## config.mk

```make
export PLATFORM = sky130hd
export DESIGN_NAME = rst_seq
export DESIGN_NICKNAME = d
export VERILOG_FILES = /design/src/rtl/rst_seq.sv
export SDC_FILE = /design/constraint.sdc
export NUM_CORES = 1
export LEC_CHECK = 0
export CAP_MARGIN = 20
export CORE_ASPECT_RATIO = 0.75
export CORE_MARGIN = 3
export CORE_UTILIZATION = 50
export CTS_BUF_LIST = sky130_fd_sc_hd__clkbuf_8
export DETAILED_ROUTE_END_ITERATION = 10
export PLACE_DENSITY_LB_ADDON = 0.3
export SYNTH_ARGS = -nofsm -noshare
export SYNTH_HDL_FRONTEND = slang
export SYNTH_SLANG_ARGS = --single-unit
export TNS_END_PERCENT = 100
```

## constraint.sdc

```tcl
create_clock -name P_MCLK -period 3.35 [get_ports P_MCLK]
set_clock_uncertainty 0.2 [all_clocks]
set_input_delay 0.335 -clock P_MCLK [delete_from_list [all_inputs] [get_ports P_MCLK]]
set_output_delay 0.335 -clock P_MCLK [all_outputs]
set_load 0.03 [all_outputs]
```

## src/rtl/rst_seq.sv

```systemverilog
// Reset sequencer for the S1D13700 core: filters the external reset pin, holds reset,
// releases bus/core/display domains in staggered order, then drives the pixel clock enable.
module rst_seq #(
  parameter int FILT_CYC  = 4,
  parameter int HOLD_CYC  = 16,
  parameter int STAGE_CYC = 8,
  parameter int DIV       = 4
) (
  input  logic       P_MCLK,
  input  logic       P_RST,
  input  logic       P_RSTX_PIN,
  input  logic       P_SOFT_RST,
  output logic       P_BUS_RST,
  output logic       P_CORE_RST,
  output logic       P_DISP_RST,
  output logic       P_READY,
  output logic       P_PCLK_EN,
  output logic [7:0] P_RST_CNT
);

  typedef enum logic [1:0] {
    ST_ASSERT   = 2'd0,
    ST_REL_BUS  = 2'd1,
    ST_REL_CORE = 2'd2,
    ST_RUN      = 2'd3
  } state_t;

  localparam logic [15:0] FILT_LAST  = 16'(FILT_CYC - 1);
  localparam logic [15:0] HOLD_LAST  = 16'(HOLD_CYC - 1);
  localparam logic [15:0] STAGE_LAST = 16'(STAGE_CYC - 1);
  localparam logic [15:0] DIV_LAST   = 16'(DIV - 1);

  logic        r_s1;
  logic        r_s2;
  logic        r_filt;
  logic [15:0] r_fcnt;
  state_t      r_state;
  logic [15:0] r_hold;
  logic [15:0] r_stage;
  logic [15:0] r_div;
  logic        r_bus_rst;
  logic        r_core_rst;
  logic        r_disp_rst;
  logic        r_ready;
  logic        r_pclk_en;
  logic [7:0]  r_rst_cnt;
  logic        w_req;

  // A pin level is accepted only after it has persisted FILT_CYC synced cycles.
  always_ff @(posedge P_MCLK) begin
    if (P_RST) begin
      r_s1   <= 1'b1;
      r_s2   <= 1'b1;
      r_filt <= 1'b1;
      r_fcnt <= 16'd0;
    end else begin
      r_s1 <= P_RSTX_PIN;
      r_s2 <= r_s1;
      if (r_s2 != r_filt) begin
        if (r_fcnt == FILT_LAST) begin
          r_filt <= r_s2;
          r_fcnt <= 16'd0;
        end else begin
          r_fcnt <= r_fcnt + 16'd1;
        end
      end else begin
        r_fcnt <= 16'd0;
      end
    end
  end

  assign w_req = ~r_filt | P_SOFT_RST;

  // Sequencer FSM with registered domain resets, ready flag, pixel enable and event count.
  always_ff @(posedge P_MCLK) begin
    if (P_RST) begin
      r_state    <= ST_ASSERT;
      r_hold     <= 16'd0;
      r_stage    <= 16'd0;
      r_div      <= 16'd0;
      r_bus_rst  <= 1'b1;
      r_core_rst <= 1'b1;
      r_disp_rst <= 1'b1;
      r_ready    <= 1'b0;
      r_pclk_en  <= 1'b0;
      r_rst_cnt  <= 8'd0;
    end else if (w_req && (r_state != ST_ASSERT)) begin
      // Any request after release restarts the whole sequence and counts once.
      r_state    <= ST_ASSERT;
      r_hold     <= 16'd0;
      r_stage    <= 16'd0;
      r_div      <= 16'd0;
      r_bus_rst  <= 1'b1;
      r_core_rst <= 1'b1;
      r_disp_rst <= 1'b1;
      r_ready    <= 1'b0;
      r_pclk_en  <= 1'b0;
      if (r_rst_cnt != 8'hFF) begin
        r_rst_cnt <= r_rst_cnt + 8'd1;
      end else begin
        r_rst_cnt <= r_rst_cnt;
      end
    end else begin
      case (r_state)
        ST_ASSERT: begin
          r_div     <= 16'd0;
          r_pclk_en <= 1'b0;
          r_stage   <= 16'd0;
          if (w_req) begin
            r_hold <= 16'd0;
          end else if (r_hold == HOLD_LAST) begin
            r_hold    <= 16'd0;
            r_state   <= ST_REL_BUS;
            r_bus_rst <= 1'b0;
          end else begin
            r_hold <= r_hold + 16'd1;
          end
        end
        ST_REL_BUS: begin
          r_div     <= 16'd0;
          r_pclk_en <= 1'b0;
          if (r_stage == STAGE_LAST) begin
            r_stage    <= 16'd0;
            r_state    <= ST_REL_CORE;
            r_core_rst <= 1'b0;
          end else begin
            r_stage <= r_stage + 16'd1;
          end
        end
        ST_REL_CORE: begin
          r_div     <= 16'd0;
          r_pclk_en <= 1'b0;
          if (r_stage == STAGE_LAST) begin
            r_stage    <= 16'd0;
            r_state    <= ST_RUN;
            r_disp_rst <= 1'b0;
            r_ready    <= 1'b1;
          end else begin
            r_stage <= r_stage + 16'd1;
          end
        end
        ST_RUN: begin
          // Enable fires on the DIV-th edge after RUN entry, then every DIV edges.
          if (r_div == DIV_LAST) begin
            r_div     <= 16'd0;
            r_pclk_en <= 1'b1;
          end else begin
            r_div     <= r_div + 16'd1;
            r_pclk_en <= 1'b0;
          end
        end
        default: begin
          r_state    <= ST_ASSERT;
          r_hold     <= 16'd0;
          r_stage    <= 16'd0;
          r_div      <= 16'd0;
          r_bus_rst  <= 1'b1;
          r_core_rst <= 1'b1;
          r_disp_rst <= 1'b1;
          r_ready    <= 1'b0;
          r_pclk_en  <= 1'b0;
        end
      endcase
    end
  end

  assign P_BUS_RST  = r_bus_rst;
  assign P_CORE_RST = r_core_rst;
  assign P_DISP_RST = r_disp_rst;
  assign P_READY    = r_ready;
  assign P_PCLK_EN  = r_pclk_en;
  assign P_RST_CNT  = r_rst_cnt;

endmodule

```

Yosys cells after proc, flatten, opt, wreduce, memory -nomap -nowiden
Index checks and enable logic that the tools add are counted.

storage, ports and cells
  output and inout bits = 13
  register bits = 82

operators by class
  multiplexer cells = 13
  eq/ne operators = 13
  reductions and logical operators = 15
  add/sub/neg operators = 5
  bitwise operators = 4

operators with widths
  kind                                                   number
  adder 16 x 1 -> 16 bit (second input constant)         4
  2-to-1 mux 16 bit                                      4
  case mux 16 bit (2 select lines)                       2
  equality test 16 x 2 -> 1 bit (second input constant)  2
  equality test 16 x 3 -> 1 bit (second input constant)  1
  equality test 16 x 4 -> 1 bit (second input constant)  1
  adder 8 x 1 -> 8 bit (second input constant)           1
  2-to-1 mux 2 bit                                       4
  != test 2 bit (second input constant)                  4
  != test 8 bit (second input constant)                  1
  AND reduction 2 bit                                    4
  case mux 2 bit (3 select lines)                        1
  OR reduction 3 bit                                     2
  AND reduction 5 bit                                    1
  equality test 2 bit (second input constant)            2
  nonzero test 2 bit                                     2
  OR reduction 2 bit                                     2
  inverter 1 bit                                         3
  AND reduction 3 bit                                    1
  nonzero test 3 bit                                     1
  equality test 2 x 1 -> 1 bit (second input constant)   1
  zero test 2 bit                                        1
  case mux 1 bit (2 select lines)                        1
  logical AND 1 bit                                      1
  3 further kinds                                        3

Depth between registers and ports, before layout
Gate-level depths: netlist (run 1).

  depth in word-level cells = 4
  gate-level depth with buffers = 8
  depth with buffers taken out = 7

Worst setup path before layout (run 1)
OpenSTA, ideal clock, no wires.

  path type = register to register
  start = register r_rst_cnt[0] (netlist: P_RST_CNT[0])
  end = register r_rst_cnt[7] (netlist: P_RST_CNT[7])
  stages on the path, launching flop included = 7
  arrival time = 1.681 ns
  required time = 3.023 ns
  clock period less this slack = 2.008 ns
  path buffers = 0
  slack = 1.342 ns
  setup time = 0.127 ns
  path through = dfxtp_1 ha_1 and3_1 a311oi_4 nand4_1 xor2_1 nor2_1

between the ends
  cells in the longest elaborated chain, start to end = 2
  elaborated cells between the ends (all ways) = 3
  those cells by class = 1 x add/sub; 1 x eq/ne; 1 x reduce/logical

ends and longest elaborated chain
  element                                                                       line  source
  start, declared                                                               46    logic [7:0] r_rst_cnt;
  start signal, assigned                                                        99    r_rst_cnt <= r_rst_cnt + 8'd1;
  start signal, assigned                                                        101   r_rst_cnt <= r_rst_cnt;
  parallel branches: the longest is 2 deep, another holds adder 8 x 1 -> 8 bit  -

Parallel ways; which one is timed is not known.
A chain may end at the register's enable or synchronous reset.

Worst setup path in the final report (run 1)
  start = register r_state[0]
  end = register r_hold[13]

between the ends
  cells in the longest elaborated chain, start to end = 3
  elaborated cells between the ends (all ways) = 4
  those cells by class = 4 x reduce/logical

ends and longest elaborated chain
  element                       line  source
  start, declared               37    state_t r_state;
  start signal, assigned        77    r_state <= ST_ASSERT;
  start signal, assigned        89    r_state <= ST_ASSERT;
  start signal, assigned        113   r_state <= ST_REL_BUS;
  nonzero test 2 bit            87    end else if (w_req && (r_state != ST_ASSERT)) begin
  logical AND 1 bit             87
  OR reduction 2 bit (no line)  -
  end signal, assigned          116   r_hold <= r_hold + 16'd1;
  end, declared                 38    logic [15:0] r_hold;

Several ways; a longest one is shown, not always the timed one.

==> results of run 1 <==
[metrics by stage]
step / cell area [µm²] / total power [W] / std cells / hold slack (ns)
6_report: 4150 / 0.00166 / 549 / 0.228
5_1_grt: 4150 / 0.00172 / 549 / 0.263
4_1_cts: 4150 / 0.00168 / 549 / 0.235
3_3_place_gp: 3970 / 0.00103 / 533 / 0.192
3_5_place_dp: 3970 / 0.00103 / 533 / 0.209
2_1_floorplan: 3750 / 0.00102 / 432 / 0.189
[cell usage in the layout, fill, tap and decap left out, drive strengths merged, types with 4 or more instances in the layout]
cell type,Yosys,routed
a21oi,12,12
a311oi,5,5
and2,6,6
and3,16,16
and4,4,4
clkbuf,10,9
clkdlybuf4s50,0,16
dfxtp,82,82
ha,11,11
inv,10,12
nand2,40,40
nand3,23,23
nand4,17,17
nor2,76,76
nor3,15,15
nor4,10,10
o21ai,5,5
o221a,5,5
or2,5,5
xnor2,18,18
xor2,32,32
[sequential cells by signal, summed over array words and instances (netlist names)]
name        count
r_filt          1
P_BUS_RST       1
r_hold         16
P_PCLK_EN       1
P_CORE_RST      1
r_stage        16
P_DISP_RST      1
P_READY         1
r_s1            1
r_state         2
r_fcnt         16
P_RST_CNT       8
r_s2            1
r_div          16
[worst paths after layout]
kind / start / cells after the start / to / slack (ns)
max: r_state[0] / 5 / r_hold[13] / 0.75
min: r_s1 / 1 / r_s2 / 0.23
max reg2reg: r_state[0] / 5 / r_hold[13] / 0.75
min reg2reg: r_s1 / 1 / r_s2 / 0.23
[kinds of logic after synthesis]
| group | after synthesis | synth area share, % |
|---|---|---|
| compound gates | 38 | 7.97 |
| xor+xnor | 50 | 11.7 |
| fa+ha+maj | 11 | 3.67 |
| buf+inv | 24 | 2.87 |
| flops | 82 | 43.7 |
| mux | 3 | 0.834 |
| simple gates | 224 | 29.2 |
[layout make-up]
class,instances,area [µm²]
timing repair buffer,17,168
sequential,82,1640
multi-input combinational,326,2000
clock buffer,9,124
inverter,10,37.5
clock inverter,7,56.3
fill,655,2870
tap,98,123
[power by group through the flow]
stage	registers, W	logic [W]	clock network, W
after CTS	0.000979	0.0000305	0.000672
after global routing	0.000979	0.0000341	0.000710
after detailed placement	0.00100	0.0000305	0
after floorplan	0.00100	0.0000239	0
final	0.000979	0.0000304	0.000652
after global placement	0.00100	0.0000300	0
[per-layer routing]
layer	global-route usage, %	up-vias	wire, µm
li1	-	1526	-
met4	4.79	0	74
met5	0	-	0
met1	25.9	1377	3720
met2	28.0	64	3080
met3	5.64	9	384
==> key figures, run 1 <==
Global route
  – Initial antenna violation count: 0
  – Largest net degree at the start of global routing: 23
  – Vias in the first global route: 2800
  – Total track usage: 18.5%
  – Total grt overflow: 0
  – First-pass GRT wire length: 13000 µm

Route
  – Drt first pass iters: 4
  – Number of vias per cell: 5.42
  – Post-route ant nets: 0
  – Routed WL: 7260 µm
  – Vias after detailed routing: 2976
  – WL per Instance: 13.2 µm
  – DRC viols: 0
  – Drt initial violations: 158

Placement
  – DP HPWL: 5060 µm
  – Buffers on Ports: 16
  – Pre-CTS setup slack: 0.764 ns
  – Final Wtd Congestion: 0.829

Critical path
  – Worst path max stage delay: 0.68 ns
  – Crit path launch type: register
  – Critical path's top delay family: simple AND/OR/NAND/NOR gates
  – CP Capture Type: register
  – Worst Path Arrival: 2.68 ns
  – Buf+Inv Stages, Crit Path: 1
  – Slowest cell on crit path: ha_1
  – Setup CP Type: register to register
  – Max FO, Critical Path: 22
  – Req. time, crit path: 3.43 ns
  – Crit-path cells: inv_1, ha_1, nand3_1, or3_1, a31oi_1

Run
  – Max-capacitance violation count: 0

Timing
  – RSZ-0062 raised after global routing: false
  – Fin. Hold Viols: 0
  – Tcrit/Tclk final: 77.6%
  – Fmax: 384 MHz
  – Setup_tns: 0 ns
  – Max-slew headroom: 47.1%
  – Final worst setup slack: 0.749 ns
  – Slew Viols, Final: 0
  – Endpoints failing setup: 0
  – Worst Max-Slew Pin Slew: 0.794 ns
  – Min Clock Period, post-route: 2.60 ns

Synth
  – Seq/Total Area, Yosys: 43.7%
  – Synth top cells by count: dfxtp_1, nor2_1, nand2_1
  – Gate Count Post-Synth: 432
  – Synth cell types: 45
  – Top cell type's share of synthesized area: 43.7%
  – Mapped Area: 3750 µm²
  – Syn avg cell area: 8.69 µm²
  – Synthesized flop and latch total: 82
  – Syn Nets: 447
  – Dominant cell type by area after synthesis: dfxtp_1
  – Predominant post-synthesis flop cell: dfxtp_1
  – Top-count cell post-synth: dfxtp_1
  – EDFF count, synth: 0
  – Syn. warnings: 0
  – Area contributors post-synth: dfxtp_1, nor2_1, xor2_1
  – Asr flop ratio synth: 0%

Floorplan
  – Initial core utilization: 53.4%
  – Die Wd: 106 µm
  – Row count: 26
  – Die H: 81.0 µm
  – Die area: 8590 µm²
  – Core Region: 7030 µm²
  – I/O pins: 17

Power and ir drop
  – Maximum vdd drop: 0.240 mV
  – Pwr/cell area: 400 nW/µm²
  – LEAKAGE: 1.46 nW
  – Combinational power share: 1.8%
  – Sequential power share: 58.9%
  – Pint: 0.00126 W
  – Switching share of power: 24.0%
  – Clock power frac: 39.3%
  – Psw: 0.000399 W

Hold path
  – Hold Crit Class: register to register

Final layout
  – Ant. Diodes: 0
  – Final layout net count: 461
  – Layout cell share with drive strength beyond 1: 5.54%
  – Syn-to-layout area delta: 10.7%
  – Final Util: 59.1%

Clocking
  – Clock slew at reported path FFs: 0.09 ns
  – Hold_buf cts: 0
  – H-tree levels: 3
  – Clock Tree Buf Depth: 2
  – CTS buffer count: 9
  – CTS tree: yes
  – Worst skew pair latency: 0.36 ns
  – Clock root buffer: clkbuf_8
  – Clock sinks: 82
  – Post_cts resized: 0
  – Setup bufs post-CTS: 0

Status
  – Status: complete, no violations
(Power assumes the default switching activity.)
==> run 2, diff against run 1 <==
==> constraint.sdc (replaced) <==
create_clock -name P_MCLK -period 2.65 [get_ports P_MCLK]
set_clock_uncertainty 0.2 [all_clocks]
set_input_delay 0.265 -clock P_MCLK [delete_from_list [all_inputs] [get_ports P_MCLK]]
set_output_delay 0.265 -clock P_MCLK [all_outputs]
set_load 0.03 [all_outputs]
==> key figures, run 2 (synthesis gave the netlist of run 1 again) <==
Status
  – Status: complete, no violations

Final layout
  – Syn-to-layout area delta: 12.1%
  – Final layout net count: 463 (+0.43%)
  – Multi-input logic area: 2000 µm² (unchanged)
  – Layout cell share with drive strength beyond 1: 5.96% (+0.42 points)
  – Most frequent cells in the layout: dfxtp_1, nor2_1, nand2_1
  – Final Util: 59.9% (+0.77 points)
  – Ant. Diodes: 0 (unchanged)
  – Area occupied by registers: 1640 µm² (unchanged)
  – Fill cells: 644 (-1.7%)
  – Commonest non-fill, non-tap cell in the layout: dfxtp_1

Clocking
  – Clock sinks: 82 (unchanged)
  – CTS tree: yes
  – Clock Tree Buf Depth: 2 (unchanged)
  – Hold_buf cts: 0 (unchanged)
  – H-tree levels: 3 (unchanged)
  – Setup bufs post-CTS: 0 (unchanged)
  – Post_cts resized: 0 (unchanged)
  – CTS buffer count: 9 (unchanged)
  – Worst skew pair latency: 0.36 ns (about the same)
  – Clock root buffer: clkbuf_8
  – Clock slew at reported path FFs: 0.08 ns (about the same)

Floorplan
  – Initial core utilization: 53.4% (unchanged)
  – Die H: 81.0 µm (unchanged)
  – I/O pins: 17 (unchanged)
  – Core Region: 7030 µm² (unchanged)
  – Row count: 26 (unchanged)
  – Die Wd: 106 µm (unchanged)
  – Die area: 8590 µm² (unchanged)

Critical path
  – Worst Path Arrival: 2.34 ns (-0.34 ns)
  – R2R depth: 5 (unchanged)
  – Reg-to-reg critical path endpoint: r_hold[10]
  – Req. time, crit path: 2.71 ns (-0.72 ns)
  – CP Capture Type: register
  – RR Startpoint: r_hold[8]
  – Setup CP Type: register to register
  – R2R Setup Slk: 0.36 ns (-0.38 ns)
  – Crit path launch type: register
  – Max FO, Critical Path: 17 (-23%)

Timing
  – Endpoints failing setup: 0 (unchanged)
  – Worst Max-Slew Pin Slew: 0.615 ns (-0.179 ns)
  – Fin. Hold Viols: 0 (unchanged)
  – Min Clock Period, post-route: 2.29 ns (-0.316 ns)
  – Slew Viols, Final: 0 (unchanged)
  – Tcrit/Tclk final: 86.2% (+8.6 points)
  – Setup_tns: 0 ns (unchanged)
  – RSZ-0062 raised after global routing: false
  – Max-slew headroom: 59.0% (+12 points)
  – Fmax: 438 MHz (+14%)

Hold path
  – Hold_sp: r_s1
  – Worst Hold End: r_s2
  – Hold path depth: 1 (unchanged)
  – Hold Crit Class: register to register

Global route
  – Total track usage: 18.3% (-0.18 points)
  – Initial antenna violation count: 0 (unchanged)
  – Total grt overflow: 0 (unchanged)
  – Vias in the first global route: 2833 (+1.2%)
  – Largest net degree at the start of global routing: 18 (-22%)
  – First-pass GRT wire length: 12700 µm (-2.5%)

Run
  – Max-capacitance violation count: 0 (unchanged)

Power and ir drop
  – Maximum vdd drop: 0.426 mV (+77%)
  – Pwr/cell area: 539 nW/µm² (+35%)
  – LEAKAGE: 1.49 nW (+2.3%)

Placement
  – Buffers on Ports: 16 (unchanged)
  – DP HPWL: 4840 µm (-4.4%)
  – Final Wtd Congestion: 0.848 (+2.3%)

Route
  – DRC viols: 0 (unchanged)
  – Drt first pass iters: 6 (+2)
  – Routed WL: 7070 µm (-2.6%)
  – Post-route ant nets: 0 (unchanged)
  – Vias after detailed routing: 2960 (-0.54%)
  – Drt initial violations: 104 (-34%)
  – WL per Instance: 12.8 µm (-3.0%)
  – Number of vias per cell: 5.37 (-0.90%)
==> run 2: area by class of cell <==
cell class | instances | area share (%)
inverters | 10 | 0.892
clock buffers | 10 | 3.27
multi-input cells | 326 | 47.6
clock inverters | 6 | 1.93
well taps | 98 | 2.91
repair buffers | 19 | 4.34
flip-flops and latches | 82 | 39.0
==> run 2: stage by stage <==
stage / total power, W / std cells / worst slack, ns / cell area [µm²] / hold slack, ns
4_1_cts: 0.00229 / 551 / 0.400 / 4210 / 0.218
6_report: 0.00227 / 551 / 0.364 / 4210 / 0.214
3_5_place_dp: 0.00131 / 535 / 0.310 / 3990 / 0.199
5_1_grt: 0.00235 / 551 / 0.153 / 4210 / 0.230
2_1_floorplan: 0.00130 / 432 / 0.642 / 3750 / 0.169
3_3_place_gp: 0.00130 / 535 / 0.414 / 3990 / 0.191
==> run 2: power by group <==
group	total, W	internal (W)	switching, W
logic	0.0000411	0.0000146	0.0000266
registers	0.00124	0.00123	0.00000252
clock network	0.000989	0.000549	0.000440
total	0.00227	0.00180	0.000469
==> run 2: worst max-delay path by stage <==
| stage | startpoint | endpoint | slack [ns] | cells after the start |
|---|---|---|---|---|
| after floorplan | P_RST_CNT[0] | P_RST_CNT[7] | 0.64 | 6 |
| after global placement | P_SOFT_RST | r_hold[15] | 0.41 | 5 |
| after detailed placement | P_SOFT_RST | r_hold[15] | 0.31 | 5 |
| after CTS | r_stage[0] | r_stage[10] | 0.40 | 6 |
| after global routing | r_stage[0] | r_stage[5] | 0.15 | 6 |
| final | r_hold[8] | r_hold[10] | 0.36 | 5 |
==> run 2: per-layer routing <==
metal,vias to the layer above,global-route usage (%),wire (µm)
met5,-,0,0
met4,0,6.21,75
met3,7,5.96,325
met2,55,27.7,2890
met1,1376,24.9,3780
li1,1522,-,-
==> run 2: worst max-delay path, stage by stage, from the launching register on <==
cell and delay [ns]:
dfxtp_1 0.37, nor4_1 0.40, nand4_1 0.26, and3_1 0.45, and3_1 0.27, o221a_1 0.24
==> run 3, diff against run 2 <==
--- a/config.mk
+++ b/config.mk
@@ -9,7 +9,7 @@
 export CORE_ASPECT_RATIO = 0.75
 export CORE_MARGIN = 3
 export CORE_UTILIZATION = 50
-export CTS_BUF_LIST = sky130_fd_sc_hd__clkbuf_8
+export CTS_BUF_LIST = sky130_fd_sc_hd__clkbuf_8 sky130_fd_sc_hd__clkbuf_16
 export DETAILED_ROUTE_END_ITERATION = 10
 export PLACE_DENSITY_LB_ADDON = 0.3
 export SYNTH_ARGS = -nofsm -noshare
==> results of run 3 <==
Final layout, timing and power as in run 2 (identical DEF).
